<file path="src/rtl/uart_rx_pkg.sv">
// Shared definitions for the UART receive path: FSM state encoding and
// the baud-timing derivations (also usable by a matching transmitter).
package uart_rx_pkg;

  // Receiver FSM states, 2-bit encoding.
  typedef enum logic [1:0] {
    ST_IDLE  = 2'd0,
    ST_START = 2'd1,
    ST_DATA  = 2'd2,
    ST_STOP  = 2'd3
  } uart_state_e;

  // Clock cycles per bit period (integer division, truncates).
  function automatic int bit_ticks(input int clk_freq, input int baud);
    return clk_freq / baud;
  endfunction

  // Cycles from start-bit edge to the middle of the start bit.
  function automatic int half_ticks(input int clk_freq, input int baud);
    return bit_ticks(clk_freq, baud) / 2;
  endfunction

  // Counter width able to hold 0..n-1, never narrower than one bit.
  function automatic int cnt_width(input int n);
    return (n > 1) ? $clog2(n) : 1;
  endfunction

endpackage

</file>
<file path="src/rtl/sync_2ff.sv">
// Two-flop synchronizer for an asynchronous input. Reset value is a
// parameter so idle-high lines (UART RX) come out of reset inactive.
module sync_2ff #(
  parameter int   WIDTH   = 1,
  parameter logic RST_VAL = 1'b1
) (
  input  logic             clk,
  input  logic             reset,
  input  logic [WIDTH-1:0] din,
  output logic [WIDTH-1:0] dout
);

  logic [WIDTH-1:0] meta_q, meta_d;
  logic [WIDTH-1:0] sync_q, sync_d;

  // Next-state: shift the input one stage per clock.
  always_comb begin
    meta_d = din;
    sync_d = meta_q;
  end

  // Synchronizer stages; both come out of reset at RST_VAL.
  always_ff @(posedge clk or posedge reset) begin
    if (reset) begin
      meta_q <= {WIDTH{RST_VAL}};
      sync_q <= {WIDTH{RST_VAL}};
    end else begin
      meta_q <= meta_d;
      sync_q <= sync_d;
    end
  end

  assign dout = sync_q;

endmodule

</file>
<file path="src/rtl/uart_rx.sv">
// UART receiver: 1 start bit, DATA_WIDTH data bits LSB first, >=1 stop bit.
// The line is synchronized, a falling edge on an idle line starts a frame,
// and every bit is sampled mid-bit by a cycle counter. Each frame ends with
// a one-cycle valid (good stop bit) or frame_error (stop bit low) pulse.
module uart_rx
  import uart_rx_pkg::*;
#(
  parameter int CLK_FREQ   = 50000000,
  parameter int BAUDRATE   = 9600,
  parameter int DATA_WIDTH = 8
) (
  input  logic                  clk,
  input  logic                  reset,
  input  logic                  line,
  output logic [DATA_WIDTH-1:0] data,
  output logic                  valid,
  output logic                  frame_error,
  output logic                  busy
);

  localparam int BIT_TICKS  = bit_ticks(CLK_FREQ, BAUDRATE);
  localparam int HALF_TICKS = half_ticks(CLK_FREQ, BAUDRATE);
  localparam int CNT_W      = cnt_width(BIT_TICKS);
  localparam int IDX_W      = cnt_width(DATA_WIDTH);

  localparam logic [CNT_W-1:0] BIT_LAST  = CNT_W'(BIT_TICKS - 1);
  localparam logic [CNT_W-1:0] HALF_LAST = CNT_W'(HALF_TICKS - 1);
  localparam logic [IDX_W-1:0] IDX_LAST  = IDX_W'(DATA_WIDTH - 1);

  logic line_s;
  logic line_d_q, line_d_d;
  logic fall;

  uart_state_e           state_q, state_d;
  logic [CNT_W-1:0]      cnt_q,   cnt_d;
  logic [IDX_W-1:0]      idx_q,   idx_d;
  logic [DATA_WIDTH-1:0] sh_q,    sh_d;
  logic [DATA_WIDTH-1:0] data_q,  data_d;
  logic                  valid_q, valid_d;
  logic                  ferr_q,  ferr_d;

  sync_2ff #(
    .WIDTH   (1),
    .RST_VAL (1'b1)
  ) u_sync (
    .clk   (clk),
    .reset (reset),
    .din   (line),
    .dout  (line_s)
  );

  // Start condition is a high-to-low transition; a held-low line never
  // re-triggers because line_d stays low until the line returns high.
  assign fall = line_d_q & ~line_s;

  // Next-state and output logic for the receive FSM.
  always_comb begin
    state_d  = state_q;
    cnt_d    = cnt_q;
    idx_d    = idx_q;
    sh_d     = sh_q;
    data_d   = data_q;
    valid_d  = 1'b0;
    ferr_d   = 1'b0;
    line_d_d = line_s;

    case (state_q)
      ST_IDLE: begin
        cnt_d = '0;
        if (fall) begin
          state_d = ST_START;
          cnt_d   = '0;
        end
      end

      // Re-check the line at mid start bit so short glitches are dropped.
      ST_START: begin
        cnt_d = cnt_q + CNT_W'(1);
        if (cnt_q == HALF_LAST) begin
          cnt_d = '0;
          if (!line_s) begin
            state_d = ST_DATA;
            idx_d   = '0;
          end else begin
            state_d = ST_IDLE;
          end
        end
      end

      // One sample per bit period, written LSB first.
      ST_DATA: begin
        cnt_d = cnt_q + CNT_W'(1);
        if (cnt_q == BIT_LAST) begin
          cnt_d       = '0;
          sh_d[idx_q] = line_s;
          if (idx_q == IDX_LAST) begin
            state_d = ST_STOP;
          end else begin
            idx_d = idx_q + IDX_W'(1);
          end
        end
      end

      // Mid stop bit: publish or flag, then go idle straight away so a
      // start bit right after a single stop bit is still seen.
      ST_STOP: begin
        cnt_d = cnt_q + CNT_W'(1);
        if (cnt_q == BIT_LAST) begin
          cnt_d   = '0;
          state_d = ST_IDLE;
          if (line_s) begin
            data_d  = sh_q;
            valid_d = 1'b1;
          end else begin
            ferr_d = 1'b1;
          end
        end
      end

      default: begin
        state_d = ST_IDLE;
        cnt_d   = '0;
      end
    endcase
  end

  // State, counters and registered outputs; reset drops any partial frame.
  always_ff @(posedge clk or posedge reset) begin
    if (reset) begin
      state_q  <= ST_IDLE;
      cnt_q    <= '0;
      idx_q    <= '0;
      sh_q     <= '0;
      data_q   <= '0;
      valid_q  <= 1'b0;
      ferr_q   <= 1'b0;
      line_d_q <= 1'b1;
    end else begin
      state_q  <= state_d;
      cnt_q    <= cnt_d;
      idx_q    <= idx_d;
      sh_q     <= sh_d;
      data_q   <= data_d;
      valid_q  <= valid_d;
      ferr_q   <= ferr_d;
      line_d_q <= line_d_d;
    end
  end

  assign data        = data_q;
  assign valid       = valid_q;
  assign frame_error = ferr_q;
  assign busy        = (state_q != ST_IDLE);

endmodule

</file>
<file path="config.mk">
export PLATFORM = sky130hd
export DESIGN_NAME = uart_rx
export DESIGN_NICKNAME = d
export VERILOG_FILES = /design/src/rtl/uart_rx_pkg.sv /design/src/rtl/sync_2ff.sv /design/src/rtl/uart_rx.sv
export SDC_FILE = /design/constraint.sdc
export NUM_CORES = 1
export LEC_CHECK = 0
export CAP_MARGIN = 10
export CORE_MARGIN = 2
export CORE_UTILIZATION = 55
export CTS_CLUSTER_SIZE = 10
export DETAILED_ROUTE_END_ITERATION = 6
export PLACE_DENSITY = 0.74
export SLEW_MARGIN = 20
export SYNTH_ARGS = -nofsm -noshare
export SYNTH_HDL_FRONTEND = slang
export SYNTH_SLANG_ARGS = --single-unit
export TNS_END_PERCENT = 1
</file>
<file path="constraint.sdc">
create_clock -name clk -period 2.1 [get_ports clk]
set_input_delay 0.315 -clock clk [delete_from_list [all_inputs] [get_ports clk]]
set_output_delay 0.315 -clock clk [all_outputs]
set_load 0.01 [all_outputs]
</file>
Word level (Yosys, flattened, before mapping)

Cells that the tools add are included.

Logic and storage cells: 62
Input port bits: 3
Flip-flop bits (word level): 39

$lt $le $gt $ge: 2
Bitwise gates (word level): 2
Reduce and logical (&&, ||, !) cells: 9
Equal/unequal tests: 13
Mux-type cells: 24
Add/subtract/negate cells: 2

Operators with widths:

| kind                    | number |
|---|---|
| $pmux W13 S3            | 1 |
| $mux W13                | 2 |
| $ne A2 B2 Y1 const B    | 7 |
| $add A13 B1 Y13 const B | 1 |
| $eq A13 B12 Y1 const B  | 1 |
| $eq A13 B13 Y1 const B  | 1 |
| $mux W2                 | 6 |
| $mux W3                 | 4 |
| $reduce_and A5 Y1       | 2 |
| $bwmux W8               | 1 |
| $pmux W2 S4             | 1 |
| $mux W1                 | 7 |
| $pmux W3 S2             | 1 |
| $eq A2 B2 Y1 const B    | 2 |
| $lt A3 B4 Y1 const B    | 1 |
| $reduce_bool A2 Y1      | 2 |
| $add A3 B1 Y3 const B   | 1 |
| $demux W1 S3            | 1 |
| $eq A3 B3 Y1 const B    | 1 |
| $ge A3 B1 Y1 const B    | 1 |
| $reduce_and A3 Y1       | 1 |
| $eq A2 B1 Y1 const B    | 1 |
| $logic_not A2 Y1        | 1 |
| $reduce_and A2 Y1       | 1 |
| 4 further kinds         | 4 |

Logic depth before layout (Yosys ltp)

Depth in word-level cells: 5
Depth in mapped cells: 7

By module

From an unflattened synthesis, not the netlist that was laid out.

Cell total of the unflattened synthesis: 157
Area total of the unflattened synthesis: 1860.5 µm²

By module, submodules not included:

| module   | seq. area each (µm²) | cells each | instances | area an instance (µm²) |
|---|---|---|---|---|
| uart_rx  | 927.1                | 154        | 1         | 1804.2 |
| sync_2ff | 52.6                 | 3          | 1         | 56.3 |

Worst setup path after synthesis

OpenSTA, ideal clock, no wires.

Path kind: flip-flop to flip-flop
Start point: register cnt_q[0]
End point: register state_q[0]
Data arrival time: 1751 ps
Setup slack: 211 ps
Cell stages (with the launch flop): 7
Period minus slack after synthesis: 1889 ps
Cell sequence: dfrtp_1 > ha_1 > nor4bb_1 > buf_2 > nand3_2 > and3_1 > or4_1

Longest elaborated chain between the ends: 3
Elaborated cells on any way between the ends: 6
Classes of those cells: 5 x eq/ne; 1 x reduce/logical

RTL lines:

| item                                                    | RTL line                                     | RTL |
|---|---|---|
| start: declaration                                      | uart_rx.sv:35                                | `logic [CNT_W-1:0] cnt_q, cnt_d;` |
| start signal: assignment                                | uart_rx.sv:140                               | `cnt_q <= cnt_d;` |
| $eq A13 B13 Y1 / $eq A13 B12 Y1 (equally long branches) | uart_rx.sv:93, uart_rx.sv:108, uart_rx.sv:79 |  |
| $ne A2 B2 Y1 (no line)                                  | -                                            |  |
| $reduce_and A5 Y1 (no line) *                           | -                                            |  |
| end signal: assignment                                  | uart_rx.sv:139                               | `state_q <= state_d;` |
| end: declaration                                        | uart_rx.sv:34                                | `uart_state_e state_q, state_d;` |

Every way passes the cells marked *; elsewhere a longest branch is shown, timed or not.
A chain may end at the register's enable or synchronous reset.

Worst setup path after layout

Same ends and word-level chain as after synthesis.

==> reports/results.ini <==
[synthesis]
postSynth.asyncResetShare_pct = 100
synth_edf_count = 0
synth_seq_area_share_pct = 54.1
synthesis.nets = 164
syn-cell-area_um2 = 1810
syn-instance-count = 158
synthDistinctLibCells = 33
synthFlopType = dfrtp_1
syn_avg_cell_area_um2 = 11.5
ys_ff_latch = 39
ys_warn_count = 0

[global_routing]
antenna_found_initial = 0
grt_pass1_vias = 1136
grt_usage_pct = 19.5
grt_pass1_wl_mm = 5.13
grt_overflow_total = 0
grt_max_degree = 40

[clocking]
clkSinkCount = 39
clockRootBuffer = clkbuf_4
path_clk_slew_ps = 110
cts_hold_buf = 0
cts_buffer_depth = 2
cts_tree = yes
h-tree-depth = 2
cts_made_buffers = 5
clock_latency_ps = 340

[sta]
post-route-period-util_pct = 93.2
report.final.hold_viol_count = 0
drv_slew = 0
slew_headroom_pct = 68.3
tns_ps = 0
fin_crit_ps = 1960
fin_skew_ps = 6.68
rsz0062_at_grt = false
tightest_slew_ps = 469
clock.fmax_mhz = 511
setup_viol = 0

[drt]
drt-initial-drc-count = 53
viasPerCell = 5.43
routedWlPerCell_um = 14.3
totalWireLength_mm = 3.13
drtAntennaViolNets = 0
drtPass1Iterations = 4
via_count = 1190
drcViolationCount = 0

[worst_setup_path]
timing_worst_setup_path_type = register to register
critical_path.max_fanout = 6
rr_startpoint = cnt_q[0]
startpoint_type = register
cp-end-kind = register
worstSetupStartpoint = cnt_q[0]
worstPathArrival_ps = 2170
cp.required_ps = 2310

[pwr]
power_density_nw_per_um2 = 761
p_total_w = 0.00161
p_leak_nw = 0.929
peakVddDrop_mv = 0.569

[final_layout]
antenna_cells = 0
fin_nets = 180
fin_cells = 219
area_delta_synth_final_pct = 16.7
layout_commonest_cell = dfrtp_1
drive_gt1_share_pct = 21.7
nFillCells = 250
layout_common_cells = dfrtp_1, mux2_2, nor2_1
multiInputGateArea_um2 = 805
seq_area_um2 = 980

[placement]
hpwl_mm = 2.16
numPortBuffers = 13
gp_congestion = 0.786
place_inst = 210

[floorplan]
die-area_um2 = 3770
coreArea_um2 = 3100
top_level_ports = 14
start_util_pct = 58.3
die_x_um = 61.4
num_rows = 20
die_h_um = 61.4

[hold_path]
min_path_type = input port to async pin

[run_status]
status = finished clean

[job]
drv_cap = 0

-- what timing repair did --
| item | in CTS | in global routing |
|---|---|---|
| gates resized for setup | 2 | 3 |
| pin swaps | 0 | 1 |
| buffers inserted | 0 | 1 |
| setup endpoints to repair | 2 | 5 |
-- logic make-up (layout without fill, tap and decap cells) --
family	Yosys count	in the layout	share of synthesized area, %
buf+inv	14	31	3.25
flops	39	39	54.1
mux	17	17	10.6
simple gates	69	69	22.7
compound gates	5	5	2.00
xor+xnor	11	11	5.32
fa+ha+maj	3	3	2.07
-- sequential cells by signal, indices dropped and copies added (netlist names), named ones only --
signal         count
u_sync.meta_q      1
idx_q              3
state_q            1
u_sync.dout        1
line_d_q           1
sh_q               8
valid              1
cnt_q             13
data               8
frame_error        1
-- layer usage --
metal / vias to the layer above / global-route usage [%] / wire length, µm
met1: 577 / 24.6 / 1400
met2: 25 / 31.2 / 1590
met4: 0 / 10.0 / 19
met5: - / 0 / 0
li1: 586 / - / -
met3: 2 / 5.04 / 118
-- metrics by stage --
stage               utilization, %  setup slack (ps)  hold WS (ps)  instance area, µm²
global placement              64.0               124           346                1990
global route                  68.1              16.1           339                2110
floorplan                        -               211           319                1810
finish                        68.1               142           364                2110
detailed placement            64.0              28.9           351                1990
CTS                           67.1              26.1           348                2080
-- Yosys cell counts (all sizes together) (4+ instances only) --
cell type  instances  area, µm²
mux2              17        191
nand3              6       35.0
dfrtp             36        901
clkbuf             5       20.0
nand4              6       37.5
nor3               7       35.0
nand2              9       33.8
xnor2              9       78.8
nor3b              6       45.0
nor2              16       60.1
buf                4       20.0
inv                5       18.8
-- final timing paths --
kind                          endpoint  slack [ps]  cells after the start
min in group clk           u_sync.dout         360                      0
min reg2reg                u_sync.dout         360                      0
min                            sh_q[2]         360                      3
max reg2reg                 state_q[0]         140                      6
max in group asynchronous     line_d_q        1380                      3
max                         state_q[0]         140                      6
-- report_power, final --
part,total (W),switching [W],internal [W]
clock network,0.000509,0.000228,0.000281
logic,0.000218,0.000103,0.000115
registers,0.000881,0.0000770,0.000804
total,0.00161,0.000408,0.00120
-- cell type report --
cell class                      instances  area share, %
Multi-Input combinational cell        105           38.1
Clock inverter                          2           1.66
Timing Repair Buffer                   18           7.94
Inverter                                5          0.889
Clock buffer                            6           2.43
Sequential cell                        39           46.4
Tap cell                               44           2.61
-- critical path, stage by stage (launching register included) --
cell and delay [ps]:
dfrtp_1 420, ha_4 170, nor4bb_4 270, buf_4 180, nand3_2 100, and3_1 210
or4_1 490
Power figures use the tool's default switching activity.
